## src/rtl/shift_seq_pkg.sv

```systemverilog
// rtl/shift_seq_pkg.sv - shared types, default constants and width helper for the shift sequencer
package shift_seq_pkg;

    typedef enum logic [2:0] {
        IDLE = 3'd0,
        LOAD = 3'd1,
        WAIT = 3'd2,
        STEP = 3'd3,
        CAPT = 3'd4,
        DONE = 3'd5
    } state_t;

    localparam int PAT_W_DEF      = 8;
    localparam int DEB_CYCLES_DEF = 1000000;
    localparam int AUTO_DIV_DEF   = 50000000;

    // Width able to hold the value n itself (bit_cnt reaches PAT_W).
    function automatic int cnt_w(input int n);
        return $clog2(n + 1);
    endfunction

endpackage

```

## src/rtl/btn_debounce.sv

```systemverilog
// rtl/btn_debounce.sv - synchroniser plus stability counter for one push-button
module btn_debounce #(
    parameter int DEB_CYCLES = 1000000
) (
    input  logic cp,
    input  logic rst,
    input  logic btn_raw,
    output logic level,
    output logic rise_p
);

    localparam int CW = $clog2(DEB_CYCLES + 1);
    localparam logic [CW-1:0] CNT_LAST = CW'(DEB_CYCLES - 1);

    logic          sync1;
    logic          sync2;
    logic [CW-1:0] cnt;

    // Two-flop synchroniser: the raw button is asynchronous to cp.
    always_ff @(posedge cp) begin
        if (rst) begin
            sync1 <= 1'b0;
            sync2 <= 1'b0;
        end else begin
            sync1 <= btn_raw;
            sync2 <= sync1;
        end
    end

    // Accept a new level only after an unbroken run of differing samples; one agreeing sample restarts the run.
    always_ff @(posedge cp) begin
        if (rst) begin
            cnt    <= '0;
            level  <= 1'b0;
            rise_p <= 1'b0;
        end else begin
            rise_p <= 1'b0;
            if (sync2 != level) begin
                if (cnt == CNT_LAST) begin
                    level  <= sync2;
                    cnt    <= '0;
                    rise_p <= sync2;
                end else begin
                    cnt <= cnt + 1'b1;
                end
            end else begin
                cnt <= '0;
            end
        end
    end

endmodule

```

## src/rtl/shift_seq_ctrl.sv

```systemverilog
// rtl/shift_seq_ctrl.sv - serial pattern stepper driving the shift/parity datapath and recording z
module shift_seq_ctrl
    import shift_seq_pkg::*;
#(
    parameter int PAT_W      = PAT_W_DEF,
    parameter int DEB_CYCLES = DEB_CYCLES_DEF,
    parameter int AUTO_DIV   = AUTO_DIV_DEF
) (
    input  logic                      cp,
    input  logic                      rst,
    input  logic                      btn_start,
    input  logic                      btn_step,
    input  logic                      auto_mode,
    input  logic [PAT_W-1:0]          pattern,
    input  logic                      z_in,
    output logic                      step_en,
    output logic                      x_out,
    output logic [cnt_w(PAT_W)-1:0]   bit_cnt,
    output logic                      busy,
    output logic                      done,
    output logic [PAT_W-1:0]          z_hist
);

    localparam int CW = cnt_w(PAT_W);
    localparam int TW = $clog2(AUTO_DIV + 1);
    localparam logic [CW-1:0] LAST_BIT = CW'(PAT_W - 1);
    localparam logic [TW-1:0] TICK_AT  = TW'(AUTO_DIV - 1);

    state_t           state;
    state_t           state_nxt;
    logic [PAT_W-1:0] shreg;
    logic [TW-1:0]    timer;
    logic             start_p;
    logic             step_p;
    logic             tick;
    logic             trig;
    logic             start_lvl_unused;
    logic             step_lvl_unused;

    btn_debounce #(.DEB_CYCLES(DEB_CYCLES)) u_deb_start (
        .cp      (cp),
        .rst     (rst),
        .btn_raw (btn_start),
        .level   (start_lvl_unused),
        .rise_p  (start_p)
    );

    btn_debounce #(.DEB_CYCLES(DEB_CYCLES)) u_deb_step (
        .cp      (cp),
        .rst     (rst),
        .btn_raw (btn_step),
        .level   (step_lvl_unused),
        .rise_p  (step_p)
    );

    // Auto-step timer: zero on every WAIT entry, saturates so a late switch to auto steps at once.
    always_ff @(posedge cp) begin
        if (rst || state != WAIT) begin
            timer <= '0;
        end else if (timer != TICK_AT) begin
            timer <= timer + 1'b1;
        end
    end

    assign tick = (state == WAIT) && (timer == TICK_AT);
    assign trig = auto_mode ? tick : step_p;

    // State register.
    always_ff @(posedge cp) begin
        if (rst) begin
            state <= IDLE;
        end else begin
            state <= state_nxt;
        end
    end

    // Next-state logic; trig and start_p are only honoured in the states that wait for them.
    always_comb begin
        state_nxt = state;
        case (state)
            IDLE:    if (start_p) state_nxt = LOAD;
            LOAD:    state_nxt = WAIT;
            WAIT:    if (trig) state_nxt = STEP;
            STEP:    state_nxt = CAPT;
            CAPT:    state_nxt = (bit_cnt == LAST_BIT) ? DONE : WAIT;
            DONE:    if (start_p) state_nxt = LOAD;
            default: state_nxt = IDLE;
        endcase
    end

    // Output decode from state; x_out holds the current bit across WAIT and STEP.
    always_comb begin
        step_en = 1'b0;
        busy    = 1'b0;
        done    = 1'b0;
        x_out   = 1'b0;
        case (state)
            LOAD: busy = 1'b1;
            WAIT: begin
                busy  = 1'b1;
                x_out = shreg[PAT_W-1];
            end
            STEP: begin
                busy    = 1'b1;
                step_en = 1'b1;
                x_out   = shreg[PAT_W-1];
            end
            CAPT: busy = 1'b1;
            DONE: done = 1'b1;
            default: ;
        endcase
    end

    // Pattern shifter, step counter and z capture; z is taken in CAPT, after the datapath has updated.
    always_ff @(posedge cp) begin
        if (rst) begin
            shreg   <= '0;
            bit_cnt <= '0;
            z_hist  <= '0;
        end else begin
            case (state)
                LOAD: begin
                    shreg   <= pattern;
                    bit_cnt <= '0;
                    z_hist  <= '0;
                end
                CAPT: begin
                    shreg   <= shreg << 1;
                    bit_cnt <= bit_cnt + 1'b1;
                    z_hist  <= {z_hist[PAT_W-2:0], z_in};
                end
                default: ;
            endcase
        end
    end

endmodule

```

## config.mk

```make
export PLATFORM = sky130hd
export DESIGN_NAME = shift_seq_ctrl
export DESIGN_NICKNAME = d
export VERILOG_FILES = /design/src/rtl/shift_seq_pkg.sv /design/src/rtl/btn_debounce.sv /design/src/rtl/shift_seq_ctrl.sv
export SDC_FILE = /design/constraint.sdc
export NUM_CORES = 1
export LEC_CHECK = 0
export ABC_CLOCK_PERIOD_IN_PS = 2100
export BUFFER_PORTS_ARGS = -buffer_cell sky130_fd_sc_hd__buf_2
export CAP_MARGIN = 20
export CORE_ASPECT_RATIO = 1.4
export CORE_MARGIN = 10
export CORE_UTILIZATION = 40
export CTS_CLUSTER_DIAMETER = 200
export DETAILED_ROUTE_END_ITERATION = 8
export SLEW_MARGIN = 20
export SYNTH_ARGS = -nofsm -noshare
export SYNTH_HDL_FRONTEND = slang
export SYNTH_HIERARCHICAL = 1
export SYNTH_SLANG_ARGS = --single-unit
```

## constraint.sdc

```tcl
create_clock -name cp -period 2.1 [get_ports cp]
set_clock_uncertainty 0.1 [all_clocks]
set_input_delay 0.315 -clock cp [delete_from_list [all_inputs] [get_ports cp]]
set_output_delay 0.315 -clock cp [all_outputs]
set_load 0.01 [all_outputs]
```

Yosys cells after proc, flatten, opt, wreduce, memory -nomap -nowiden --
Index checks and enable logic that the tools add are counted.
Word-level totals: bits in writable memories 0, memory bits (read-only) 0, bits of input ports 14, bits in registers 97, latch bits 0, output and inout port bits 16, memories kept 0
Operators by class: bitwise gates (word level) 4, reduce and logical (&&, ||, !) cells 14, divide/modulo/power cells 0, equality and inequality tests 15, order comparisons 0, muxes and demuxes 12, shift-type cells 0, add/sub/neg operators 4, $mul 0
Operators with widths (count):
- 20-bit by 1-bit adder with 20-bit output (second input constant) | 2
- 20-bit == test (second input constant) | 2
- 8-bit one-hot mux with 2 select lines | 2
- 26-bit by 1-bit adder with 26-bit output (second input constant) | 1
- 26-bit == test (second input constant) | 1
- 26-bit inequality test (second input constant) | 1
- 3-bit one-hot mux with 5 select lines | 1
- 3-bit OR reduction | 4
- 3-bit 2-to-1 mux | 3
- 4-bit one-hot mux with 2 select lines | 1
- 3-bit by 2-bit == test with 1-bit output (second input constant) | 2
- 3-bit == test (second input constant) | 2
- 2-bit AND reduction | 3
- 1-bit 2-to-1 mux | 5
- 4-bit by 1-bit adder with 4-bit output (second input constant) | 1
- 4-bit by 3-bit == test with 1-bit output (second input constant) | 1
- 1-bit inverter | 4
- 2-bit OR reduction | 2
- 4-bit OR reduction | 1
- 3-bit by 1-bit == test with 1-bit output (second input constant) | 1
- 3-bit zero test | 1
- 3-bit by 2-bit inequality test with 1-bit output (second input constant) | 1
- 1-bit inequality test | 2
- 2-bit by 1-bit inequality test with 1-bit output (second input constant) | 1
- 4 further kinds | 4

Longest topological paths before layout --
Gate-level depths: netlist of the first run.
word-level depth 5, depth in mapped cells 7, mapped depth without buffers 6

Hierarchy --
Netlist of the first run, hierarchy kept.
By module, submodules not included:
- shift_seq_ctrl | instances 1, sequential area each 980.9 µm², area each 2200.9 µm², cells an instance 260
- btn_debounce | instances 2, sequential area each 480.5 µm², area each 1066.0 µm², cells an instance 118

Worst setup path before layout of the first run --
OpenSTA, ideal clock, no wires.
path type register -> register, from reg u_deb_start.cnt[15], to reg u_deb_start.cnt[2], slack 146 ps, stages on the path, launching flop included 6, clock period less this slack 1954 ps, path buffers 1, arrival time 1739 ps, cell sequence dfxtp_1 or3b_2 or4_4 o21ai_4 buf_6 nor2_1
Between the ends: word-level cells in the longest chain between the ends 2
RTL lines:
- start: declaration | RTL line btn_debounce.sv:17 | logic [CW-1:0] cnt;
- start signal: assignment | RTL line btn_debounce.sv:44 | cnt <= cnt + 1'b1;
- 20-bit == test | RTL line btn_debounce.sv:39 | if (cnt == CNT_LAST) begin
- 3-bit OR reduction (no source line)
No other way between the ends. A chain may end at the register's enable or synchronous reset.

Worst setup path in the final report of the first run --
from reg u_deb_step.cnt[19], to reg u_deb_step.cnt[18]
Between the ends: word-level cells in the longest chain between the ends 2
RTL lines (RTL line):
- start: declaration | btn_debounce.sv:17
- start signal: assignment | btn_debounce.sv:44
- 20-bit == test | btn_debounce.sv:39
- 3-bit OR reduction (no source line)
No other way between the ends.

==> results.tsv, run 1 <==
metric	value	unit
drt-met1-wl	4172	um
status	finished clean	
cts_tree	built	
place_congestion	0.8120	
clockBufferDepth	2	
syn-num-nets	514	
relSlewSlack	76.86	%
synth_ff_type	dfxtp_1	
min_path_type	in -> reg	
vdd_drop_max	0.0004182	V
worstReg2RegStart	u_deb_step/cnt[19]	
die_w	108.0	um
worst-slew-pin-transition	0.3440	ns
layout-drive-gt1-share	13.64	%
grt_max_degree	27	
r2r_end	u_deb_step/cnt[18]	
firstDrtPassIters	4	
post-route-period-util	92.73	%
routedWlPerCell	13.78	um
ys_seq_area_share	44.82	%
yosys.area.top_type	dfxtp_1	
p_per_area	732.0	nW/um2
top_layer	met4	
hold_start	btn_step	
power.leakage	0.001655	uW
critPathMaxFanout	19	
yosysWarnings	6	
finalWorstSetupSlack	0.1527	ns
path_clk_slew	0.06	ns
synthCells	496	
crit_type	reg -> reg	
postRouteAntennaNets	0	
worst-r2r-cell-count	5	
cp-startpoint	u_deb_step/cnt[19]	
fin_util	48.06	%
boundaryPins	30	
fin_area	5027	um2
grt_use_total	12.15	%
met2WireLength	4699	um
die_h	143.1	um
dp_hpwl	6542	um
synth.distinct_cells	42	
grt_pass1_vias	3418	
slew_viol_final	0	
syn-cell-area	4333	um2
cts_buffers	9	
hold_buffers	0	
h-tree-depth	3	
synth-edff-count	0	
whs	0.07874	ns
synth_top_area_share	44.82	%
synthTopCellsByArea	dfxtp_1, nor2_1, xnor2_1	
pre_cts_ws	0.1411	ns
async_flop_share	0	%
period_minus_slack	1.947	ns
worstSetupEndpoint	u_deb_step/cnt[18]	
clock_sink_count	97	
drt_wl_total	9271	um
root_buffer	clkbuf_16	
clock_latency	0.35	ns
core_area	10460	um2
io_buffers	29	
row_count	44	
nets	548	
cap_violations	0	
vias	3586	
antenna_found_initial	0	
critPathLaunchType	flip-flop	
detail_route.vias_per_cell	5.328	
setup_viol	0	
syn_to_final_growth	16.03	%
rrSetupSlack	0.15	ns
critPathCaptureType	flip-flop	
worstPathArrival	2.07	ns
fmax	0.5135	GHz
placed_cell_area	4687	um2
finalSetupTns	0	ns
grt-ovfl-total	0	
dr_wl_met3	244	um
grt_setup_unrepaired	false	
hold_viol_final	0	
die_area	15450	um2
initial_core_util	41.42	%
diodes	0	
syn-mean-instance-area	8.736	um2
remaining_drc_errors	0	
grt_pass1_wl	15830	um
ys_ff_latch	97	
crit_required	2.22	ns
drt_iter0_markers	118	
## flip-flops by register name (all words and copies together) (netlist names)
| register | flops |
|---|---|
| u_deb_start/sync2 | 1 |
| u_deb_step/sync1 | 1 |
| bit_cnt | 4 |
| u_deb_step/level | 1 |
| u_deb_step/rise_p | 1 |
| u_deb_step/sync2 | 1 |
| state | 3 |
| timer | 26 |
| u_deb_start/rise_p | 1 |
| u_deb_start/cnt | 20 |
| u_deb_step/cnt | 20 |
| shreg | 8 |
| z_hist | 8 |
| u_deb_start/level | 1 |
| u_deb_start/sync1 | 1 |
## critical path, cell delays in order (launching register included)
cell     delay [ns]
dfxtp_1        0.34
or3b_2         0.46
or4_4          0.54
o21ai_4        0.16
buf_12         0.16
a21oi_1        0.05
## report_power, final
group | switching [uW] | internal [uW] | total (uW) | leakage, uW
sequential | 3.29 | 1840 | 1850 | 0.000782
clock | 711 | 1080 | 1790 | 0.000163
combinational | 22.8 | 19.7 | 42.4 | 0.000710
total | 737 | 2940 | 3680 | 0.00165
## kinds of logic after synthesis
| group | count (synthesis) | share of synthesized area (%) |
|---|---|---|
| AND/OR/NAND/NOR | 243 | 30.47 |
| AO/OA/AOI/OAI | 78 | 10.92 |
| buffers and inverters | 27 | 3.061 |
| flip-flops | 97 | 44.82 |
| adder cells (fa/ha/maj) | 4 | 1.155 |
| XOR/XNOR | 44 | 8.894 |
| multiplexers | 3 | 0.6931 |
## layout by cell type (no fill, tap or decap), types with 3 or more instances in the layout
| master | Yosys | layout |
|---|---|---|
| a21oi_1 | 33 | 33 |
| a22oi_1 | 18 | 18 |
| and3_1 | 13 | 13 |
| and4_1 | 8 | 8 |
| buf_12 | 0 | 3 |
| buf_2 | 2 | 29 |
| buf_4 | 1 | 11 |
| clkbuf_16 | 0 | 9 |
| clkinv_4 | 0 | 3 |
| dfxtp_1 | 97 | 97 |
| ha_1 | 4 | 4 |
| inv_1 | 7 | 7 |
| mux2i_1 | 3 | 3 |
| nand2_1 | 27 | 27 |
| nand3_1 | 28 | 28 |
| nand4_1 | 20 | 20 |
| nor2_1 | 77 | 77 |
| nor2b_1 | 5 | 5 |
| nor3_1 | 9 | 9 |
| nor4_1 | 11 | 11 |
| nor4b_1 | 3 | 3 |
| o21ai_0 | 14 | 14 |
| o21ai_1 | 5 | 5 |
| o31ai_1 | 6 | 6 |
| or3_1 | 14 | 12 |
| or4_1 | 8 | 8 |
| xnor2_1 | 27 | 27 |
| xor2_1 | 17 | 17 |
## cell usage after synthesis, types with 2 or more instances
cell and instances:
nand4bb_1 2, o21ai_0 14, or4b_1 2, clkbuf_1 12, and4_1 8, or4_4 2, o21ai_1 5, a21oi_1 33
clkbuf_2 2, o21ai_4 2, nand3_1 28, and3_1 13, o31ai_1 6, mux2i_1 3, nand2_1 27, nor2_1 77
ha_1 4, or3b_2 2, or4_1 8, nor3_2 2, nor3_1 9, xnor2_1 27, a22oi_1 18, buf_6 3
inv_1 7, nand2b_1 2, and2_1 2, nor4b_1 3, xor2_1 17, buf_2 2, or3_1 14, dfxtp_1 97
nor2b_1 5, nor4_1 11, nand4_1 20
## repair_timing
| action | 4_1_cts | 5_1_grt |
|---|---|---|
| buffers inserted | 0 | 0 |
| endpoints found under the setup margin | 0 | 2 |
| resized for setup | 0 | 2 |
## worst min path at each step
stage	endpoint	slack, ns	cells past startpoint
3_5_place_dp	u_deb_start/sync2	0.33	1
6_report	u_deb_step/sync1	0.08	2
5_1_grt	u_deb_start/sync1	0.08	2
3_3_place_gp	u_deb_start/sync2	0.33	1
4_1_cts	u_deb_step/sync1	0.07	2
2_1_floorplan	shreg[4]	0.28	1
## per-stage QoR
step	power, uW	instances
detailed placement	1932	657
CTS	3720	673
finish	3680	673
global placement	1931	657
floorplan	1905	496
global route	3803	673
## cell type report
type | count | area [um2]
clock inverters | 6 | 91.34
clock buffers | 10 | 239.0
repair buffers | 43 | 287.8
inverters | 7 | 26.28
fillers | 1044 | 5433
flip-flops and latches | 97 | 1942
multi-input cells | 372 | 2268
well taps | 138 | 172.7
## layer usage
layer | up-vias | global-route usage [%]
met5 | - | 0
met4 | 0 | 4.795
met3 | 13 | 2.928
met2 | 27 | 20.45
met1 | 1703 | 14.40
li1 | 1843 | -
No activity file was read; power rests on OpenSTA's default activity.
==> run 2: changes to the inputs <==
Settings changed: RECOVER_POWER set to 25.
==> results.tsv, run 2 (synthesis results as in run 1) <==
metric	value	unit	change
placed_cell_area	4687	um2	unchanged
met3_usage	2.928	%	unchanged
detail_route.vias_per_cell	5.340		was 5.328
final_common_cell	dfxtp_1		unchanged
grt_setup_unrepaired	false		unchanged
fmax	0.5135	GHz	unchanged
slowest_delay	0.54	ns	about the same
syn_to_final_growth	15.25	%	was 16.03%
largest-register	timer		unchanged
nets	548		unchanged
fin_util	47.74	%	was 48.06%
pre_cts_ws	0.1411	ns	unchanged
grt-ovfl-total	0		unchanged
place_congestion	0.8120		unchanged
grt_use_met2	20.45	%	unchanged
critPathCaptureType	flip-flop		unchanged
fin_area	4994	um2	was 5027 um2
crit_type	reg -> reg		unchanged
post-route-period-util	92.73	%	unchanged
finalSetupTns	0	ns	unchanged
grt_util_met1	14.40	%	unchanged
row_count	44		unchanged
seq_area	1942	um2	unchanged
cts_buffers	9		unchanged
top_usage_layer	met2		unchanged
core_area	10460	um2	unchanged
clock_sink_count	97		unchanged
die_area	15450	um2	unchanged
slew_viol_final	0		unchanged
period_minus_slack	1.947	ns	unchanged
fillers	1054		was 1044
root_buffer	clkbuf_16		unchanged
multi_input_area	2266	um2	was 2268 um2
drt_wl_total	9267	um	was 9271 um
min_path_type	in -> reg		unchanged
io_buffers	29		unchanged
reg.largest.list	timer (26), u_deb_start/cnt (20), u_deb_step/cnt (20)		unchanged
crit_required	2.23	ns	was 2.22 ns
cp-startpoint	u_deb_step/cnt[19]		unchanged
critPathLaunchType	flip-flop		unchanged
remaining_drc_errors	0		unchanged
relSlewSlack	58.26	%	was 76.86%
vdd_drop_max	0.0004173	V	was 0.0004182 V
grt_max_degree	27		unchanged
hold_viol_final	0		unchanged
setup_viol	0		unchanged
grt_pass1_wl	15830	um	unchanged
slowest_stage	or4_4		unchanged
largest_register_ffs	26		unchanged
postRouteAntennaNets	0		unchanged
path_clk_slew	0.06	ns	about the same
routedWlPerCell	13.77	um	was 13.78 um
boundaryPins	30		unchanged
cts_tree	built		unchanged
drt_iter0_markers	122		was 118
clock_latency	0.35	ns	about the same
p_per_area	736.7	nW/um2	was 732.0 nW/um2
h-tree-depth	3		unchanged
clockBufferDepth	2		unchanged
critPathMaxFanout	19		unchanged
status	finished clean		unchanged
grt_pass1_vias	3418		unchanged
initial_core_util	41.42	%	unchanged
firstDrtPassIters	4		unchanged
cap_violations	0		unchanged
dp_hpwl	6542	um	unchanged
power.leakage	0.001581	uW	was 0.001655 uW
worstPathArrival	2.07	ns	about the same
grt_use_total	12.15	%	unchanged
hold_buffers	0		unchanged
layout_common_cells	dfxtp_1, nor2_1, a21oi_1		unchanged
finalWorstSetupSlack	0.1527	ns	unchanged
diodes	0		unchanged
path_cells	or3b_2 > or4_4 > o21ai_4 > buf_12 > a21oi_1		unchanged
worstReg2RegStart	u_deb_step/cnt[19]		unchanged
worst-slew-pin-transition	0.6260	ns	was 0.3440 ns
layout-drive-gt1-share	10.28	%	was 13.64%
die_h	143.1	um	unchanged
vias	3594		was 3586
antenna_found_initial	0		unchanged
die_w	108.0	um	unchanged
hold_start	btn_step		unchanged
[run 2: final timing paths]
check	to	cells after the start	slack, ns
worst max-delay path	u_deb_step/cnt[18]	5	0.15
worst min-delay path	u_deb_step/sync1	2	0.08
worst max register to register	u_deb_step/cnt[18]	5	0.15
worst min register to register	u_deb_start/sync2	1	0.33
[run 2: what timing repair did]
action | in CTS | in global routing
endpoints found under the setup margin | 0 | 2
setup buffers | 0 | 0
gates resized for setup | 0 | 2
[run 2: power by group]
part           internal, uW  switching [uW]  total, uW
Clock                  1080             711       1790
Sequential             1840            3.29       1850
Combinational          18.5            22.6       41.1
Total                  2940             737       3680
[run 2: worst max-delay path, delay by kind of cell (launching register included)]
kind / cells / cell delay, ns
compound gates: 2 / 0.21
flops: 1 / 0.34
buf+inv: 1 / 0.16
simple gates: 2 / 1.00
[run 2: stage by stage]
stage               std cells  power (uW)  hold slack (ns)
floorplan                 496        1905           0.2841
global placement          657        1931           0.3281
detailed placement        657        1932           0.3255
CTS                       673        3720          0.06785
global route              673        3802          0.07707
finish                    673        3679          0.07853
[run 2: routing by layer]
metal  share of wire (%)  routed length (um)
met5                   0                   0
met4                 1.7                 158
met3                 2.7                 254
met2                  51                4693
met1                  45                4160
[run 2: layout make-up]
type / instances / share of cell area [%]
clock inverters: 6 / 1.829
well taps: 138 / 3.458
clock buffers: 10 / 4.786
repair buffers: 43 / 5.137
flip-flops and latches: 97 / 38.89
inverters: 7 / 0.5262
multi-input cells: 372 / 45.38
==> run 3: changes to the inputs <==
Settings changed: CORE_UTILIZATION 40 to 50, PLACE_DENSITY set to 0.68, SLEW_MARGIN 20 to 5.
==> results.tsv, run 3 (synthesis results as in run 1) <==
metric	value	unit	change
rrSetupSlack	0.14	ns	was 0.15 ns
grt_setup_unrepaired	false		unchanged
dr_wl_met3	268	um	was 254 um
clock_sink_count	97		unchanged
core_area	8508	um2	was 10460 um2
row_count	40		was 44
root_buffer	clkbuf_16		unchanged
p_per_area	717.3	nW/um2	was 736.7 nW/um2
crit_type	reg -> reg		unchanged
largest_register_ffs	26		unchanged
firstDrtPassIters	4		unchanged
die_h	130.1	um	was 143.1 um
setup_viol	0		unchanged
cts_tree	built		unchanged
reg.largest.list	timer (26), u_deb_start/cnt (20), u_deb_step/cnt (20)		unchanged
drt_wl_total	8772	um	was 9267 um
finalSetupTns	0	ns	unchanged
fmax	0.5095	GHz	was 0.5135 GHz
syn_to_final_growth	12.21	%	was 15.25%
h-tree-depth	3		unchanged
die_w	98.68	um	was 108.0 um
post-route-period-util	93.46	%	was 92.73%
nets	544		was 548
met2WireLength	4408	um	was 4693 um
diodes	0		unchanged
largest-register	timer		unchanged
critPathMaxFanout	19		unchanged
crit_required	2.23	ns	about the same
hold_path_end	u_deb_step/sync1		unchanged
grt_use_total	13.77	%	was 12.15%
antenna_found_initial	0		unchanged
layout-drive-gt1-share	9.057	%	was 10.28%
r2r_end	u_deb_start/cnt[15]		was u_deb_step/cnt[18]
drt_iter0_markers	136		was 122
cp_top_family	simple AND/OR/NAND/NOR gates		unchanged
final_cell_count_no_fill	635		was 673
layout_common_cells	dfxtp_1, nor2_1, a21oi_1		unchanged
slew_viol_final	0		unchanged
path_cells	or4_1 > or4_4 > o21ai_4 > buf_12 > a21oi_1		was or3b_2 > or4_4 > o21ai_4 > buf_12 > a21oi_1
power.leakage	0.001531	uW	was 0.001581 uW
critPathCaptureType	flip-flop		unchanged
hold_viol_final	0		unchanged
routedWlPerCell	13.81	um	was 13.77 um
fillers	778		was 1054
initial_core_util	50.93	%	was 41.42%
fin_util	57.15	%	was 47.74%
multi_input_area	2263	um2	was 2266 um2
boundaryPins	30		unchanged
period_minus_slack	1.963	ns	was 1.947 ns
remaining_drc_errors	0		unchanged
worst-r2r-cell-count	5		unchanged
path_clk_slew	0.06	ns	about the same
drt-met1-wl	3915	um	was 4160 um
clock_latency	0.34	ns	was 0.35 ns
status	finished clean		unchanged
place_congestion	0.8058		was 0.8120
whs	0.07975	ns	was 0.07853 ns
cap_violations	0		unchanged
final_common_cell	dfxtp_1		unchanged
dp_hpwl	6178	um	was 6542 um
grt_max_degree	27		unchanged
min_path_type	in -> reg		unchanged
grt_pass1_wl	14990	um	was 15830 um
die_area	12840	um2	was 15450 um2
worstPathArrival	2.09	ns	was 2.07 ns
worst-slew-pin-transition	0.7545	ns	was 0.6260 ns
slowest_delay	0.58	ns	was 0.54 ns
slowest_stage	or4_1		was or4_4
hold_path_depth	2		unchanged
grt_pass1_vias	3337		was 3418
path_buf_inv	1		unchanged
vdd_drop_max	0.0005516	V	was 0.0004173 V
postRouteAntennaNets	0		unchanged
io_buffers	29		unchanged
critPathLaunchType	flip-flop		unchanged
top_layer	met4		unchanged
hold_start	btn_step		unchanged
cts_buffers	9		unchanged
worstReg2RegStart	u_deb_start/cnt[13]		was u_deb_step/cnt[19]
relSlewSlack	49.65	%	was 58.26%
post-place-cells	620		was 657
seq_area	1942	um2	unchanged
clockBufferDepth	2		unchanged
vias	3599		was 3594
detail_route.vias_per_cell	5.668		was 5.340
total_power	3488	uW	was 3679 uW
grt-ovfl-total	0		unchanged
-- run 3: report_power, final --
part / switching [uW] / leakage (uW) / total, uW / internal [uW]
sequential: 3.04 / 0.000782 / 1850 / 1840
clock: 683 / 0.000142 / 1600 / 916
combinational: 23.3 / 0.000607 / 41.8 / 18.6
total: 709 / 0.00153 / 3490 / 2780
-- run 3: worst max path at each step --
| stage | startpoint | to | slack [ns] | cells after the start |
|---|---|---|---|---|
| finish | u_deb_start/cnt[13] | u_deb_start/cnt[15] | 0.14 | 5 |
| global route | u_deb_step/cnt[7] | u_deb_step/cnt[17] | 0.006 | 4 |
| CTS | u_deb_start/cnt[7] | u_deb_start/cnt[17] | 0.11 | 4 |
| detailed placement | u_deb_step/cnt[7] | u_deb_step/cnt[17] | 0.14 | 4 |
| global placement | u_deb_start/cnt[7] | u_deb_start/cnt[17] | 0.16 | 4 |
| floorplan | u_deb_start/cnt[15] | u_deb_start/cnt[2] | 0.15 | 5 |
-- run 3: layer usage --
layer	GRT usage, %	vias to the layer above
li1	-	1836
met1	16.13	1693
met2	23.46	52
met3	2.857	18
met4	6.593	0
met5	0	-
-- run 3: stage by stage --
step | worst slack (ns) | cell area (um2)
2_1_floorplan | 0.1464 | 4333
3_3_place_gp | 0.1589 | 4603
3_5_place_dp | 0.1435 | 4603
4_1_cts | 0.1132 | 4890
5_1_grt | 0.005781 | 4862
6_report | 0.1373 | 4862
-- run 3: repair_timing --
item | 4_1_cts | 5_1_grt
buffers inserted | 0 | 0
setup endpoints to repair | 0 | 1
resized for setup | 0 | 1
hold buffers | 0 | 0
-- run 3: worst reg2reg max path: cells and delay by family (launching register included) --
| family | cells | cell delay [ns] |
|---|---|---|
| AOI/OAI and AO/OA | 2 | 0.21 |
| buffers and inverters | 1 | 0.16 |
| DFF | 1 | 0.34 |
| and+or+nand+nor | 2 | 1.03 |
-- run 3: layout make-up --
cell class                 instances  share of cell area [%]
multi-input combinational        372                   46.55
sequential                        97                   39.94
clock buffer                      10                   4.709
timing repair buffer              39                   4.375
tap                              105                   2.702
clock inverter                     5                   1.184
inverter                           7                  0.5404
